===== config.mk =====
export PLATFORM = sky130hd
export DESIGN_NAME = accum_64
export DESIGN_NICKNAME = d
export VERILOG_FILES = /design/src/rtl/accum_64.sv
export SDC_FILE = /design/constraint.sdc
export NUM_CORES = 1
export LEC_CHECK = 0
export CORE_MARGIN = 1
export CORE_UTILIZATION = 39
export CTS_CLUSTER_DIAMETER = 40
export DETAILED_ROUTE_END_ITERATION = 10
export GPL_ROUTABILITY_DRIVEN = 0
export PLACE_DENSITY = 0.81
export REMOVE_ABC_BUFFERS = 1
export SETUP_SLACK_MARGIN = 0.4
export SYNTH_ARGS = -nofsm -noshare
export SYNTH_HDL_FRONTEND = slang
export SYNTH_SLANG_ARGS = --single-unit

===== constraint.sdc =====
create_clock -name clk -period 5.9 [get_ports clk]
set_input_delay 0.59 -clock clk [delete_from_list [all_inputs] [get_ports clk]]
set_output_delay 0.59 -clock clk [all_outputs]
set_load 0.02 [all_outputs]

===== src/rtl/accum_64.sv =====
// accum_64: a 64-bit accumulator built around an external adder_64.
//
// Each accepted operand is staged into registered adder operands
// (add_in1/add_in2/add_cin). The next edge captures the external sum into
// acc. The result is then held until downstream takes it. A "clear" operand
// replaces the accumulator rather than adding to it: the adder's A input is
// forced to zero, and the carry statistics restart from that add's carry-out.
//
// Ports
//   clk, rst            : single clock; asynchronous active-high reset
//   in_valid/in_ready   : operand handshake; ready only in IDLE
//   in_data, in_cin     : operand and carry-in
//   in_clear            : operand replaces acc (qualified by in_valid)
//   add_in1/2, add_cin  : registered operands to the external adder_64
//   add_sum, add_cout   : combinational result of the external adder_64
//   out_valid/out_ready : result handshake; valid only in HOLD
//   acc                 : accumulator value
//   cout_sticky         : any carry-out since the last clear
//   carry_cnt           : carry-outs since the last clear, saturating at 255
module accum_64 (
  input  logic        clk,
  input  logic        rst,
  input  logic        in_valid,
  output logic        in_ready,
  input  logic [63:0] in_data,
  input  logic        in_cin,
  input  logic        in_clear,
  output logic [63:0] add_in1,
  output logic [63:0] add_in2,
  output logic        add_cin,
  input  logic [63:0] add_sum,
  input  logic        add_cout,
  output logic        out_valid,
  input  logic        out_ready,
  output logic [63:0] acc,
  output logic        cout_sticky,
  output logic [7:0]  carry_cnt
);

  typedef enum logic [1:0] {IDLE, ADD, HOLD} state_e;

  state_e      state_q, state_d;
  logic [63:0] acc_q, acc_d;
  logic [63:0] add_in1_q, add_in1_d;
  logic [63:0] add_in2_q, add_in2_d;
  logic        add_cin_q, add_cin_d;
  logic        clr_pend_q, clr_pend_d;
  logic        sticky_q, sticky_d;
  logic [7:0]  cnt_q, cnt_d;

  always_ff @(posedge clk or posedge rst) begin
    if (rst) begin
      state_q    <= IDLE;
      acc_q      <= '0;
      add_in1_q  <= '0;
      add_in2_q  <= '0;
      add_cin_q  <= 1'b0;
      clr_pend_q <= 1'b0;
      sticky_q   <= 1'b0;
      cnt_q      <= '0;
    end else begin
      state_q    <= state_d;
      acc_q      <= acc_d;
      add_in1_q  <= add_in1_d;
      add_in2_q  <= add_in2_d;
      add_cin_q  <= add_cin_d;
      clr_pend_q <= clr_pend_d;
      sticky_q   <= sticky_d;
      cnt_q      <= cnt_d;
    end
  end

  always_comb begin
    state_d    = state_q;
    acc_d      = acc_q;
    add_in1_d  = add_in1_q;
    add_in2_d  = add_in2_q;
    add_cin_d  = add_cin_q;
    clr_pend_d = clr_pend_q;
    sticky_d   = sticky_q;
    cnt_d      = cnt_q;
    unique case (state_q)
      IDLE: begin
        if (in_valid) begin
          // A clear feeds zero as operand A, so the same adder path loads
          // in_data + in_cin and still reports a genuine carry-out.
          add_in1_d  = in_clear ? 64'd0 : acc_q;
          add_in2_d  = in_data;
          add_cin_d  = in_cin;
          clr_pend_d = in_clear;
          state_d    = ADD;
        end
      end
      ADD: begin
        acc_d = add_sum;
        if (clr_pend_q) begin
          sticky_d = add_cout;
          cnt_d    = {7'b0, add_cout};
        end else begin
          sticky_d = sticky_q | add_cout;
          if (add_cout && (cnt_q != 8'hFF)) cnt_d = cnt_q + 8'd1;
        end
        state_d = HOLD;
      end
      HOLD: begin
        if (out_ready) state_d = IDLE;
      end
      default: state_d = IDLE;
    endcase
  end

  assign in_ready    = (state_q == IDLE);
  assign out_valid   = (state_q == HOLD);
  assign add_in1     = add_in1_q;
  assign add_in2     = add_in2_q;
  assign add_cin     = add_cin_q;
  assign acc         = acc_q;
  assign cout_sticky = sticky_q;
  assign carry_cnt   = cnt_q;

endmodule


Word-level counts from Yosys, hierarchy flattened
Cells that the tools add are included.
Cells by class
  bitwise gates (word level): 1
  multiplexer cells: 7
  order comparisons: 0
  shift-type cells: 0
  multipliers: 0
  equality and inequality tests: 5
  divide/modulo/power cells: 0
  $add $sub $neg: 1
  reduce and logical (&&, ||, !) cells: 6
Operator list (number)
  2-to-1 mux 64 bit: 1
  2-to-1 mux 8 bit: 2
  adder 8 x 1 -> 8 bit, second input constant: 1
  != test 8 bit, second input constant: 1
  one-hot mux 2 bit (3 select lines): 1
  AND reduction 2 bit: 3
  2-to-1 mux 2 bit: 2
  == test 2 x 1 -> 1 bit, second input constant: 1
  == test 2 bit, second input constant: 1
  zero test 2 bit: 1
  != test 2 x 1 -> 1 bit, second input constant: 1
  != test 2 bit, second input constant: 1
  nonzero test 2 bit: 1
  logical AND 1 bit: 1
  2-to-1 mux 1 bit: 1
  OR 1 bit: 1
Storage, ports and cells
  memories kept: 0
  bits in writable memories: 0
  output and inout port bits: 204
  input port bits: 135
  bits in latches: 0
  logic and storage cells: 28
  ROM bits: 0
  flip-flop bits (word level): 205

Longest topological paths before layout
  depth in word-level cells: 4
  depth in mapped cells: 7
  depth with buffers taken out: 4

Worst setup path before layout
Ideal clock, no wire load.
  path kind: input-to-reg
  start: input in_valid
  end: register add_cin_q, in the netlist add_cin
  setup time: 0.125 ns
  arrival: 1.641 ns
  stages on the path: 5
  slack: 4.134 ns
  buffers on the path: 3
  required time: 5.775 ns
  path through: or3b_1 -> buf_6 -> buf_12 -> buf_12 -> mux2_4
Between the ends
  cells in the longest elaborated chain, start to end: 1
Ends and longest elaborated chain
  from (decl): line 23  | input logic in_valid,
  AND reduction 2 bit (no line)
  to (signal assigned): line 66  | add_cin_q <= add_cin_d;
  to (decl): line 46  | logic add_cin_q, add_cin_d;
Every way passes these cells.
A chain may end at the register's enable or synchronous reset.

Final worst setup path
  start: register state_q[0]
  end: output out_valid
Between the ends
  cells in the longest elaborated chain, start to end: 1
Ends and longest elaborated chain
  from (decl): line 42  | state_e state_q, state_d;
  from (signal assigned): line 62  | state_q <= state_d;
  == test 2 bit: line 113  | assign out_valid = (state_q == HOLD);
  to (decl): line 33  | output logic out_valid,
Every way passes these cells.

==> results.toml <==
[detailed_routing]
wirelength_um = 24100
vias_per_cell = 4.80
num_vias = 6660
remaining_drc_errors = 0
wl_per_cell_um = 17.3
ant_nets = 0
drtIter0Drc = 305
dr.pass1.iters = 5

[yosys]
synth-edff-count = 0
synth_top_family_by_area = "simple AND/OR/NAND/NOR gates"
ys_ff_latch = 205
synth.avg_cell_area_sq_um = 11.2
ys.flop_type = "dfrtp_1"
synth_cell_type_count = 33
synth_cells = 759
syn_area_sq_mm = 0.00853
async_flop_share_pct = 100
synth_compound_area_share_pct = 5.37
synthMuxAreaShare_pct = 12.0
synth_xor_area_share_pct = 0
yosys.area_share.simple_pct = 17.8
synth_seq_area_share_pct = 60.2
yosys_warnings = 0
synth_fa_ha_area_share_pct = 0.147

[final_layout]
fin_util_pct = 61.8
layout.cells.non_filler = 1388
area_delta_synth_final_pct = 53.7
nets = 1224
drive_above_1_share_pct = 12.1
design_area_sq_mm = 0.0131
multi_input_area_sq_mm = 0.00302
fillCellCount = 1683
sequential_cell_area_sq_mm = 0.00513

[clocking]
numCtsBuffers = 31
cts_buffer_depth = 3
cts_tree = "yes"
clkLatencyLatePin_ns = 0.53
h-tree-depth = 1
clkSlewWorstSetupHoldPaths_ns = 0.06
cts_resized = 0
cts_root_buf = "clkbuf_16"
post_cts_buffers = 0
cts_hold_buffers = 0
clock-sinks = 205

[floorplanning]
core_sq_mm = 0.0212
dieHeight_um = 150
die_area_sq_mm = 0.0225
die_w_um = 150
ios = 339
start_util_pct = 40.2
rows = 53

[sta]
tightest_slew_ns = 1.07
finalWorstSetupSlack_ns = 3.46
finalSetupViolCount = 0
fin_crit_sh_pct = 41.3
holdWs_ns = 0.478
max_clock_freq_mhz = 410
slew_headroom_pct = 28.6
finalSetupTns_ns = 0
rsz0062_at_grt = "false"
period_minus_slack_ns = 2.44
finalHoldViolCount = 0
fin_skew_ns = 0.0129
drv_slew = 0

[placed_design]
port_buffers = 338
place_ws_ns = 3.29
postPlaceCellArea_sq_mm = 0.0120
hpwl_um = 16200
dp_cells = 1330

[critical_path]
max_stage_delay_ns = 0.59
end_kind = "primary output"
startpoint_type = "register"
arrival_ns = 1.85
worstPathMaxFanout = 8
slowest_stage = "clkdlybuf4s50_1"
criticalPathCategory = "register to primary output"
crit_required_ns = 5.31
cp_cell_sequence = "nand2b_1 -> inv_1 -> clkdlybuf4s50_1"

[global_route]
grt_pass1_wl_um = 36600
antenna_found_initial = 1
grt_overflow = 0
grt_use_total_pct = 21.0
grt_max_degree = 129
grt_pass1_vias = 6687

[pwr]
switching_share_pct = 37.1
power_density_mw_per_mm2 = 636
power.share.combinational_pct = 45.2
power.net_switching_mw = 3.09
seqPwrFrac_pct = 31.2
p_clk_share_pct = 23.7
peakVddDrop_mv = 0.421
p_int_mw = 5.25
power_mw = 8.34
p_leak_nw = 6.02

[run]
max_cap_violations = 0

[hold_path]
hp-class = "register to register"

[run_status]
status = "finished, final reports clean"
[area by class of cell]
class | instances | area share [%]
multi-input combinational | 500 | 23.1
clock inverter | 21 | 2.32
sequential | 205 | 39.1
timing repair buffer | 344 | 26.2
inverter | 6 | 0.229
clock buffer | 36 | 6.37
tap | 275 | 2.63
antenna | 1 | 0.0191
[final timing paths]
check	startpoint	to	slack, ns	cells after the start
max	state_q[0]$_DFFE_PP0P_	out_valid	3.46	3
min	add_in1[7]$_DFFE_PP0P_	add_in1[7]$_DFFE_PP0P_	0.48	2
max reg2reg	state_q[1]$_DFFE_PP0P_	add_in2[22]$_DFFE_PP0P_	3.77	3
min reg2reg	add_in1[7]$_DFFE_PP0P_	add_in1[7]$_DFFE_PP0P_	0.48	2
max in group asynchronous	rst	add_in1[4]$_DFFE_PP0P_	4.06	3
min in group asynchronous	rst	add_in2[21]$_DFFE_PP0P_	0.64	2
[placed cells by master, fill, tap and decap left out, types with 3 or more instances in the layout]
cell type,instances
mux2_4,66
and3_1,3
nand2b_1,67
a21oi_1,5
inv_1,5
o21ai_0,66
bufinv_16,6
clkbuf_16,31
clkbuf_8,4
buf_4,5
mux2i_1,3
a41o_1,3
inv_6,8
clkdlybuf4s50_1,337
nand2_1,261
dfrtp_1,205
[Yosys cell counts (all sizes together), types with 2 or more instances]
| cell | count | area share (%) |
|---|---|---|
| and3 | 3 | 0.22 |
| nand2b | 68 | 5.0 |
| mux2 | 66 | 12 |
| buf | 17 | 2.9 |
| a211oi | 2 | 0.18 |
| clkbuf | 31 | 1.4 |
| o21ai | 66 | 3.9 |
| mux2i | 3 | 0.35 |
| nand3 | 2 | 0.12 |
| nor2 | 2 | 0.088 |
| nand3b | 2 | 0.18 |
| a21oi | 5 | 0.29 |
| inv | 6 | 0.26 |
| a41o | 3 | 0.35 |
| dfrtp | 205 | 60 |
| nand2 | 261 | 11 |
| a41oi | 2 | 0.21 |
| or2 | 2 | 0.15 |
| nand4 | 2 | 0.15 |
[layer usage]
layer	vias to the layer above	global-route usage, %	wire length (um)
met3	54	5.70	1880
li1	3120	-	-
met2	248	36.9	12000
met4	0	6.77	761
met5	-	0	0
met1	3238	24.7	9460
[logic make-up after synthesis]
group | after synthesis
AOI/OAI and AO/OA | 83
adders and majority gates | 1
buffers and inverters | 54
DFF | 205
muxes | 69
and+or+nand+nor | 347
[critical path: cells and delay by family, from the launching register on]
| family | cells | cell delay, ns |
|---|---|---|
| buf+inv | 2 | 0.65 |
| flops | 1 | 0.47 |
| simple gates | 1 | 0.20 |
[state kept, by name, summed over array words and instances (netlist names)]
signal	flops
acc	64
add_cin	1
add_in1	64
add_in2	64
carry_cnt	8
clr_pend_q	1
cout_sticky	1
state_q	2
[power by group through the flow]
stage	sequential [mW]	combinational, mW	clock, mW
finish	2.60	3.77	1.97
global route	2.69	4.03	2.07
CTS	2.60	3.81	2.01
detailed placement	2.61	3.77	0
global placement	2.57	3.71	0
floorplan	3.37	1.18	0
Note: power is estimated with default switching activity, not from simulation.
